--- src/rtl/cursor_input_cond.sv ---
// cursor_input_cond: synchronizes and debounces the push-buttons, then turns
// size/mode presses into single-cycle selection pulses for the cursor overlay.
module cursor_input_cond #(
    parameter int DEBOUNCE_CYCLES = 500000,
    parameter int CNT_W = 20
) (
    input  logic       clk,
    input  logic       rst,
    input  logic [3:0] key_move_n,
    input  logic       key_size_n,
    input  logic       key_mode_n,
    output logic [3:0] move,
    output logic [3:0] size,
    output logic [1:0] mode,
    output logic [1:0] size_idx,
    output logic       mode_state
);
    typedef enum logic [1:0] {OFF, S320, S240, S120} size_t;
    logic [5:0] s1, s2, db;
    logic [1:0] db_d, press;
    logic       sync_pend, pend_s, pend_m, pend_s_nx, pend_m_nx, ev_s, ev_m;
    logic       ms, ms_nx;
    logic [3:0] size_nx;
    logic [1:0] mode_nx;
    size_t      st, st_nx;
    always_ff @(posedge clk) begin
        if (rst) begin
            s1 <= '1;
            s2 <= '1;
        end else begin
            s1 <= {key_mode_n, key_size_n, key_move_n};
            s2 <= s1;
        end
    end
    // any cycle where the input agrees with the accepted state restarts the count
    for (genvar i = 0; i < 6; i++) begin : g_deb
        logic             db_r;
        logic [CNT_W-1:0] cnt;
        always_ff @(posedge clk) begin
            if (rst) begin
                db_r <= 1'b1;
                cnt  <= '0;
            end else if (s2[i] == db_r) begin
                cnt <= '0;
            end else if (cnt == CNT_W'(DEBOUNCE_CYCLES - 1)) begin
                db_r <= s2[i];
                cnt  <= '0;
            end else begin
                cnt <= cnt + 1'b1;
            end
        end
        assign db[i] = db_r;
    end
    assign press = db_d & ~db[5:4];
    assign ev_s  = press[0] | pend_s;
    assign ev_m  = press[1] | pend_m;
    // a press landing on the sync cycle is parked and replayed one cycle later
    always_comb begin
        st_nx     = st;
        ms_nx     = ms;
        size_nx   = 4'b0000;
        mode_nx   = 2'b00;
        pend_s_nx = 1'b0;
        pend_m_nx = 1'b0;
        if (sync_pend) begin
            size_nx   = 4'b0001;
            mode_nx   = 2'b01;
            pend_s_nx = press[0];
            pend_m_nx = press[1];
        end else begin
            if (ev_s) begin
                st_nx   = size_t'(st + 2'd1);
                size_nx = 4'b0001 << st_nx;
            end
            if (ev_m) begin
                ms_nx   = ~ms;
                mode_nx = ms ? 2'b01 : 2'b10;
            end
        end
    end
    always_ff @(posedge clk) begin
        if (rst) begin
            st        <= OFF;
            ms        <= 1'b0;
            size      <= 4'b0000;
            mode      <= 2'b00;
            move      <= 4'b1111;
            db_d      <= 2'b11;
            sync_pend <= 1'b1;
            pend_s    <= 1'b0;
            pend_m    <= 1'b0;
        end else begin
            st        <= st_nx;
            ms        <= ms_nx;
            size      <= size_nx;
            mode      <= mode_nx;
            move      <= db[3:0];
            db_d      <= db[5:4];
            sync_pend <= 1'b0;
            pend_s    <= pend_s_nx;
            pend_m    <= pend_m_nx;
        end
    end
    assign size_idx   = st;
    assign mode_state = ms;
endmodule
--- config.mk ---
export PLATFORM = sky130hd
export DESIGN_NAME = cursor_input_cond
export DESIGN_NICKNAME = d
export VERILOG_FILES = /design/src/rtl/cursor_input_cond.sv
export SDC_FILE = /design/constraint.sdc
export NUM_CORES = 1
export LEC_CHECK = 0
export CORE_MARGIN = 4
export CORE_UTILIZATION = 55
export CTS_CLUSTER_SIZE = 14
export DETAILED_ROUTE_END_ITERATION = 8
export PLACE_DENSITY_LB_ADDON = 0.2
export SETUP_SLACK_MARGIN = 0.15
export SLEW_MARGIN = 15
export SYNTH_ARGS = -nofsm -noshare
export SYNTH_HDL_FRONTEND = slang
export SYNTH_SLANG_ARGS = --single-unit
--- constraint.sdc ---
create_clock -name clk -period 3.8 [get_ports clk]
set_input_delay 1.14 -clock clk [delete_from_list [all_inputs] [get_ports clk]]
set_output_delay 1.14 -clock clk [all_outputs]
set_load 0.01 [all_outputs]
=== Word-level counts from Yosys, hierarchy flattened ===
Index checks and enable logic that the tools add are counted.

* Register bits after elaboration: 156
* Output and inout bits: 13

* Add/sub/neg operators: 7
* Eq/ne operators: 12
* Shift-type cells: 1
* Mux-type cells: 6
* Bitwise operators: 14
* Reductions and logical operators: 17

{| class="wikitable"
|+ Operators by type and width
! operator !! number
|-
| adder 20 x 1 -> 20 bit, second input constant || 6
|-
| == test 20 x 19 -> 1 bit, second input constant || 6
|-
| OR reduction 3 bit || 8
|-
| AND reduction 2 bit || 8
|-
| inverter 1 bit || 10
|-
| == test 1 bit || 6
|-
| two-way mux 1 bit || 5
|-
| << shifter 1 x 2 -> 4 bit, first input constant || 1
|-
| adder 2 x 1 -> 2 bit, second input constant || 1
|-
| AND 2 bit || 1
|-
| two-way mux 2 bit || 1
|-
| inverter 2 bit || 1
|-
| OR 1 bit || 2
|-
| OR reduction 2 bit || 1
|}

=== Depth between registers and ports, before layout ===
Gate-level depths: netlist of run 1.

* Depth in word-level cells: 5
* Mapped depth: 6
* Depth with buffers taken out: 5

=== Least setup slack after synthesis of run 1 ===
No wires, ideal clock.

* Path type: in2reg
* Start point: in rst
* End point: reg g_deb[2].cnt[10]
* Setup time: 0.117 ns
* Arrival: 2.033 ns
* Slack: 1.650 ns
* Cell stages on the path: 5
* Buffers on the path: 2
* Cells stage by stage: clkbuf_1 > nor2_1 > o21ai_1 > buf_2 > nor2_1

* Cells in the longest elaborated chain, start to end: 1

{| class="wikitable"
|+ Ends and longest elaborated chain
! item !! line !! RTL
|-
| start: declaration || 8 || <nowiki>input logic rst,</nowiki>
|-
| OR reduction 3 bit (no line) || -- ||
|-
| end signal: assignment || 49 || <nowiki>cnt <= cnt + 1'b1;</nowiki>
|-
| end: declaration || 38 || <nowiki>logic [CNT_W-1:0] cnt;</nowiki>
|}

Every way passes these cells.
A chain may end at the register's enable or synchronous reset.

=== Worst setup path in the final report of run 1 ===
* Start point: reg st[0], in the netlist size_idx[0]
* End point: out size_idx[0]

{| class="wikitable"
|+ RTL lines
! item !! line !! RTL
|-
| start: declaration || 25 || <nowiki>size_t st, st_nx;</nowiki>
|-
| start signal: assignment || 93 || <nowiki>st <= st_nx;</nowiki>
|-
| end: declaration || 15 || <nowiki>output logic [1:0] size_idx,</nowiki>
|}

No word-level cell between the ends.

==> results of run 1 <==
-- final cells by class --
cell class,count,area [sq um],share of cell area
clock buffers,17,425,0.0560
clock inverters,15,245,0.0323
inverters,24,90.1,0.0119
multi-input cells,535,3310,0.436
flip-flops and latches,156,3120,0.411
well taps,143,179,0.0236
repair buffers,23,223,0.0293
-- registers in the layout (all words and copies together) (netlist names) --
name / count
size_idx: 2
s2: 6
pend_m: 1
move: 4
mode: 2
db_d: 2
pend_s: 1
mode_state: 1
size: 4
sync_pend: 1
g_deb.cnt: 120
g_deb.db_r: 6
s1: 6
-- synthesized netlist by cell type --
cell	n
xnor2_1	64
nand4b_1	1
a21oi_1	24
dfxtp_1	156
or4b_2	1
nor4b_1	8
nor4_1	24
and4_1	11
or4_1	15
inv_1	24
mux2_2	2
clkbuf_1	11
buf_2	5
a31o_2	1
nor2b_1	1
nor3b_1	2
nand4_2	1
o41ai_4	1
a31oi_1	1
and3_1	8
o21ai_0	9
nand3_1	39
ha_1	7
mux2i_1	7
o21ai_1	2
o31ai_1	11
nand2_1	32
o21a_1	3
or3_1	12
o31ai_2	1
nor4bb_1	1
clkbuf_2	1
nand4bb_1	1
nand2b_1	2
or2_2	17
or3_2	1
xor2_1	28
o211ai_1	1
nand4_1	38
nor2_1	130
nor3_1	27
nand4_4	1
-- metal layers --
| metal | global-route usage | vias to the layer above | wire, um |
|---|---|---|---|
| met5 | 0 | - | 0 |
| met4 | 0.0703 | 0 | 163 |
| met3 | 0.0545 | 15 | 392 |
| met2 | 0.325 | 71 | 5950 |
| met1 | 0.229 | 2385 | 5710 |
| li1 | - | 2641 | - |
-- logic make-up (layout without fill, tap and decap cells) --
logic type               Yosys count  count (layout)
AO/OA/AOI/OAI                     54              54
multiplexers                       9               9
buffers and inverters             41              79
XOR/XNOR                          92              92
flip-flops                       156             156
AND/OR/NAND/NOR                  373             373
adder cells (fa/ha/maj)            7               7
-- layout by cell type, fill, tap and decap left out, types with 9 or more instances in the layout --
cell type        count
a21oi_1             24
and4_1              11
clkbuf_16           17
clkdlybuf4s50_1     20
dfxtp_1            156
inv_1               24
nand2_1             32
nand3_1             39
nand4_1             38
nor2_1             130
nor3_1              27
nor4_1              24
o21ai_0              9
o31ai_1              9
or2_2               17
or3_1               12
or4_1               15
xnor2_1             64
xor2_1              28
-- through the flow --
stage	setup WS (ps)	cell area, sq um	util	total power, uW	cells
4_1_cts	1140	7580	0.656	3610	913
3_5_place_dp	880	6910	0.598	1730	881
6_report	1180	7600	0.657	3580	913
3_3_place_gp	963	6910	0.597	1730	881
2_1_floorplan	1650	6570	-	1710	732
5_1_grt	1100	7600	0.657	3700	913
-- path summary, 6_finish.rpt --
check / start / endpoint / slack [ps] / cells past startpoint
max: size_idx[0]$_SDFFE_PP0P_ / size_idx[0] / 1180 / 1
min: s1[4]$_SDFF_PP1_ / s2[4]$_SDFF_PP1_ / 410 / 1
max reg2reg: g_deb[5].cnt[0]$_SDFF_PP0_ / g_deb[5].cnt[18]$_SDFF_PP0_ / 1510 / 5
min reg2reg: s1[4]$_SDFF_PP1_ / s2[4]$_SDFF_PP1_ / 410 / 1
-- worst reg2reg max path, cell delays in order (launching register included) --
cell	delay, ps
dfxtp_1	380
ha_1	240
nand4_1	330
or3_2	590
or4_1	500
a21oi_1	170
-- power groups by stage --
stage,Sequential (uW),Combinational (uW),Clock (uW)
after global placement,1690,40.5,0
after global routing,1650,46.8,2000
after floorplan,1690,24.9,0
after detailed placement,1690,41.5,0
final,1650,41.7,1890
after CTS,1650,41.7,1920
==> flow_metrics.env, run 1 <==
export IMPL_synth_seq_cells=156
export IMPL_max_stage_delay_ps=600
export IMPL_synthCells=732
export IMPL_swShare=0.192
export IMPL_grt_start_max_net_pins=25
export IMPL_worstMarginPinSlew_ps=1100
export IMPL_grt_antenna_before_repair=0
export IMPL_post_cts_repair_setup_buffers=0
export IMPL_wirelength_um=12200
export IMPL_finalSetupViolCount=0
export IMPL_pwr_share_seq=0.461
export IMPL_synth_mux_area_frac=0.0141
export IMPL_vias_per_cell=5.60
export IMPL_die_w_um=117
export IMPL_fp_dieH_um=117
export IMPL_cts_made_buffers=17
export IMPL_synth_cell_type_count=42
export IMPL_num_vias=5112
export IMPL_ctsResizeCount=0
export IMPL_nets=772
export IMPL_antennaDiodeCount=0
export IMPL_power_density_mw_per_mm2=471
export IMPL_pin_count=21
export IMPL_synth_fa_ha_area_frac=0.0133
export IMPL_finalHoldWorstSlack_ps=406
export IMPL_cp_max_fo=6
export IMPL_synth_warnings=0
export IMPL_max_slew_margin=0.260
export IMPL_pwr_share_comb=0.012
export IMPL_drive_gt1_frac=0.0831
export IMPL_synth_area_leader_cell="dfxtp_1"
export IMPL_clk_pin_slew_worst_paths_ps=60
export IMPL_synthSimpleGateAreaFrac=0.297
export IMPL_antenna_left=0
export IMPL_worst_setup_path_type="flop to primary output"
export IMPL_crit_slowest_cell="clkdlybuf4s50_1"
export IMPL_fmax_mhz=382
export IMPL_critPathTopFamily="buffers and inverters"
export IMPL_critPathLaunchType="flop"
export IMPL_grt_pass1_vias=4767
export IMPL_maxSlewViolCount=0
export IMPL_cp_cell_sequence="clkdlybuf4s50_1"
export IMPL_rows=39
export IMPL_fin_crit_ps=2620
export IMPL_synth_area_leaders="dfxtp_1, xnor2_1, nor2_1"
export IMPL_p_switching_uw=686
export IMPL_status="complete, no violations"
export IMPL_power_leakage_uw=0.00230
export IMPL_ctsHoldBuffers=0
export IMPL_grt_usage=0.191
export IMPL_grt_overflow_total=0
export IMPL_synth_top_area_frac=0.476
export IMPL_drt_initial_drc_count=347
export IMPL_cts_sinks=156
export IMPL_min_path_type="flop to flop"
export IMPL_hold_viol=0
export IMPL_cp_end_kind="primary output"
export IMPL_cp_arrival_ps=1480
export IMPL_portBuffers=20
export IMPL_synth_cell_area_sq_mm=0.00657
export IMPL_gp_congestion=0.788
export IMPL_syn_area_per_cell_sq_um=8.97
export IMPL_dp_hpwl_um=8330
export IMPL_syn_nets=747
export IMPL_period_share=0.689
export IMPL_internal_power_uw=2890
export IMPL_clockRootBuffer="clkbuf_16"
export IMPL_synth_top_family_by_area="simple AND/OR/NAND/NOR gates"
export IMPL_rsz0062_at_grt="false"
export IMPL_fin_skew_ps=5.05
export IMPL_fill_cells=946
export IMPL_synth_compound_area_share=0.0522
export IMPL_coreArea_sq_mm=0.0116
export IMPL_first_pass_iters=5
export IMPL_drc=0
export IMPL_synthXorXnorAreaFrac=0.123
export IMPL_yosysSeqAreaShare=0.476
export IMPL_syn2layout_area_growth_pct=15.7
export IMPL_clkPwrFrac=0.527
export IMPL_crit_buf_inv=1
export IMPL_grt_pass1_wl_um=21100
export IMPL_setup_tns_ps=0
export IMPL_start_util=0.568
export IMPL_h_tree_depth=4
export IMPL_ir_drop_v=0.000427
export IMPL_clkLatencyLatePin_ps=420
export IMPL_die_area_sq_mm=0.0137
export IMPL_tritoncts="done"
export IMPL_drv_cap=0
export IMPL_cp_required_ps=2660
export IMPL_wire_per_inst_um=13.4
export IMPL_clockBufferDepth=2
Power figures use the tool's default switching activity.
==> run 2, diff against run 1 <==
clock period = 2.3 ns   (was 3.8 ns; I/O delays follow)
==> run 2 against run 1 <==
Worst hold slack improved by 1.6 ps; total power increased by 58%; clock skew is 0.59 ps higher; global-route usage is 0.73 points higher; critical endpoint is now size_idx[1]; largest cell class unchanged.
==> flow_metrics.env, run 2 (same netlist as run 1, synthesis figures left out) <==
export IMPL_period_share=0.899
export IMPL_clkPwrFrac=0.505
export IMPL_dp_hpwl_um=8490
export IMPL_fmax_mhz=483
export IMPL_layout_common_cells="dfxtp_1, nor2_1, xnor2_1, nand3_1, nand4_1"
export IMPL_regMostFlops="g_deb.cnt"
export IMPL_fin_skew_ps=5.64
export IMPL_hold_depth=1
export IMPL_power_leakage_uw=0.00236
export IMPL_worst_setup_path_type="flop to primary output"
export IMPL_cp_arrival_ps=1380
export IMPL_coreArea_sq_mm=0.0116
export IMPL_maxSlewViolCount=0
export IMPL_status="complete, no violations"
export IMPL_syn2layout_area_growth_pct=16.5
export IMPL_p_switching_uw=1100
export IMPL_pre_cts_ws_ps=138
export IMPL_grt_usage=0.198
export IMPL_min_from="s1[0]$_SDFF_PP1_"
export IMPL_portBuffers=20
export IMPL_rrSetupSlack_ps=280
export IMPL_ff_latch_area_sq_mm=0.00312
export IMPL_crit_slowest_cell="clkdlybuf4s50_1"
export IMPL_placed_area_sq_mm=0.00699
export IMPL_cp_required_ps=1610
export IMPL_finalSetupViolCount=0
export IMPL_critPathLaunchType="flop"
export IMPL_cp_max_fo=3
export IMPL_wirelength_um=12700
export IMPL_reg2reg_from="g_deb[5].cnt[0]$_SDFF_PP0_"
export IMPL_start_util=0.568
export IMPL_first_pass_iters=5
export IMPL_die_area_sq_mm=0.0137
export IMPL_min_path_type="flop to flop"
export IMPL_pwr_share_seq=0.481
export IMPL_pwr_share_comb=0.013
export IMPL_drc=0
export IMPL_grt_overflow_total=0
export IMPL_max_stage_delay_ps=570
export IMPL_clockBufferDepth=2
export IMPL_pin_count=21
export IMPL_grt_start_max_net_pins=37
export IMPL_grt_antenna_before_repair=0
export IMPL_gp_congestion=0.822
export IMPL_multi_input_area_sq_mm=0.00331
export IMPL_num_vias=5239
export IMPL_clockRootBuffer="clkbuf_16"
export IMPL_power_density_mw_per_mm2=741
export IMPL_final_area_sq_mm=0.00765
export IMPL_cts_sinks=156
export IMPL_ctsHoldBuffers=0
export IMPL_rsz0062_at_grt="false"
export IMPL_h_tree_depth=4
export IMPL_whs_endpoint="s2[0]$_SDFF_PP1_"
export IMPL_die_w_um=117
export IMPL_tritoncts="done"
export IMPL_worstMarginPinSlew_ps=704
export IMPL_rr_endpoint="g_deb[5].cnt[18]$_SDFF_PP0_"
export IMPL_internal_power_uw=4570
export IMPL_antennaDiodeCount=0
export IMPL_cp_cell_sequence="clkdlybuf4s50_1"
export IMPL_ir_drop_v=0.000658
export IMPL_drt_initial_drc_count=341
export IMPL_setup_tns_ps=0
export IMPL_critPathTopFamily="buffers and inverters"
export IMPL_cts_made_buffers=17
export IMPL_antenna_left=0
export IMPL_wire_per_inst_um=13.7
export IMPL_rows=39
export IMPL_fin_crit_ps=2070
export IMPL_clkLatencyLatePin_ps=420
export IMPL_vias_per_cell=5.67
export IMPL_crit_buf_inv=1
export IMPL_grt_pass1_wl_um=22000
export IMPL_drv_cap=0
export IMPL_fp_dieH_um=117
export IMPL_clk_pin_slew_worst_paths_ps=60
export IMPL_largest_reg_flops=120
export IMPL_p_total_uw=5670
export IMPL_hold_viol=0
export IMPL_final_common_cell="dfxtp_1"
export IMPL_max_slew_margin=0.531
export IMPL_drive_gt1_frac=0.0973
export IMPL_ff2ff_path_depth=5
export IMPL_layout_setup_ws_ps=231
export IMPL_grt_pass1_vias=5008
export IMPL_fill_cells=906
export IMPL_cp_end_kind="primary output"
export IMPL_nets=783
export IMPL_swShare=0.194
==> run 2: power groups by stage <==
stage | Sequential [uW] | Combinational [uW] | Clock [uW]
2_1_floorplan | 2790 | 41.2 | 0
3_3_place_gp | 2790 | 74.5 | 0
3_5_place_dp | 2790 | 75.3 | 0
4_1_cts | 2730 | 76.5 | 2920
5_1_grt | 2730 | 85.2 | 3060
6_report | 2730 | 76.5 | 2860
==> run 2: what timing repair did <==
action,4_1_cts,5_1_grt
buffers inserted,0,1
setup endpoints to repair,11,3
resized for setup,2,2
==> run 2: cell type report <==
cell class / instances / share of cell area
well taps: 143 / 0.0234
clock inverters: 11 / 0.0183
multi-input cells: 535 / 0.433
clock buffers: 21 / 0.0628
inverters: 24 / 0.0118
flip-flops and latches: 156 / 0.409
repair buffers: 34 / 0.0419
==> run 2: how the worst max path moves through the flow <==
stage,startpoint,to,slack [ps],depth (start not counted)
5_1_grt,g_deb[5].cnt[0]$_SDFF_PP0_,g_deb[5].cnt[18]$_SDFF_PP0_,170,5
3_3_place_gp,rst,g_deb[5].cnt[7]$_SDFF_PP0_,190,6
2_1_floorplan,g_deb[5].cnt[0]$_SDFF_PP0_,g_deb[5].cnt[18]$_SDFF_PP0_,370,5
6_report,size_idx[1]$_SDFFE_PP0P_,size_idx[1],230,1
3_5_place_dp,g_deb[5].cnt[0]$_SDFF_PP0_,g_deb[5].cnt[7]$_SDFF_PP0_,140,6
4_1_cts,g_deb[0].cnt[12]$_SDFF_PP0_,g_deb[0].cnt[16]$_SDFF_PP0_,160,4
==> run 2: routing by layer <==
| layer | GRT usage | routed length, um |
|---|---|---|
| met5 | 0 | 0 |
| met2 | 0.335 | 6310 |
| met3 | 0.0607 | 483 |
| met4 | 0.0856 | 235 |
| met1 | 0.232 | 5640 |
==> run 2: through the flow <==
stage	instances	hold slack, ps	utilization
global placement	891	393	0.605
CTS	923	408	0.659
global route	924	426	0.661
detailed placement	891	394	0.605
floorplan	732	389	-
finish	924	408	0.661
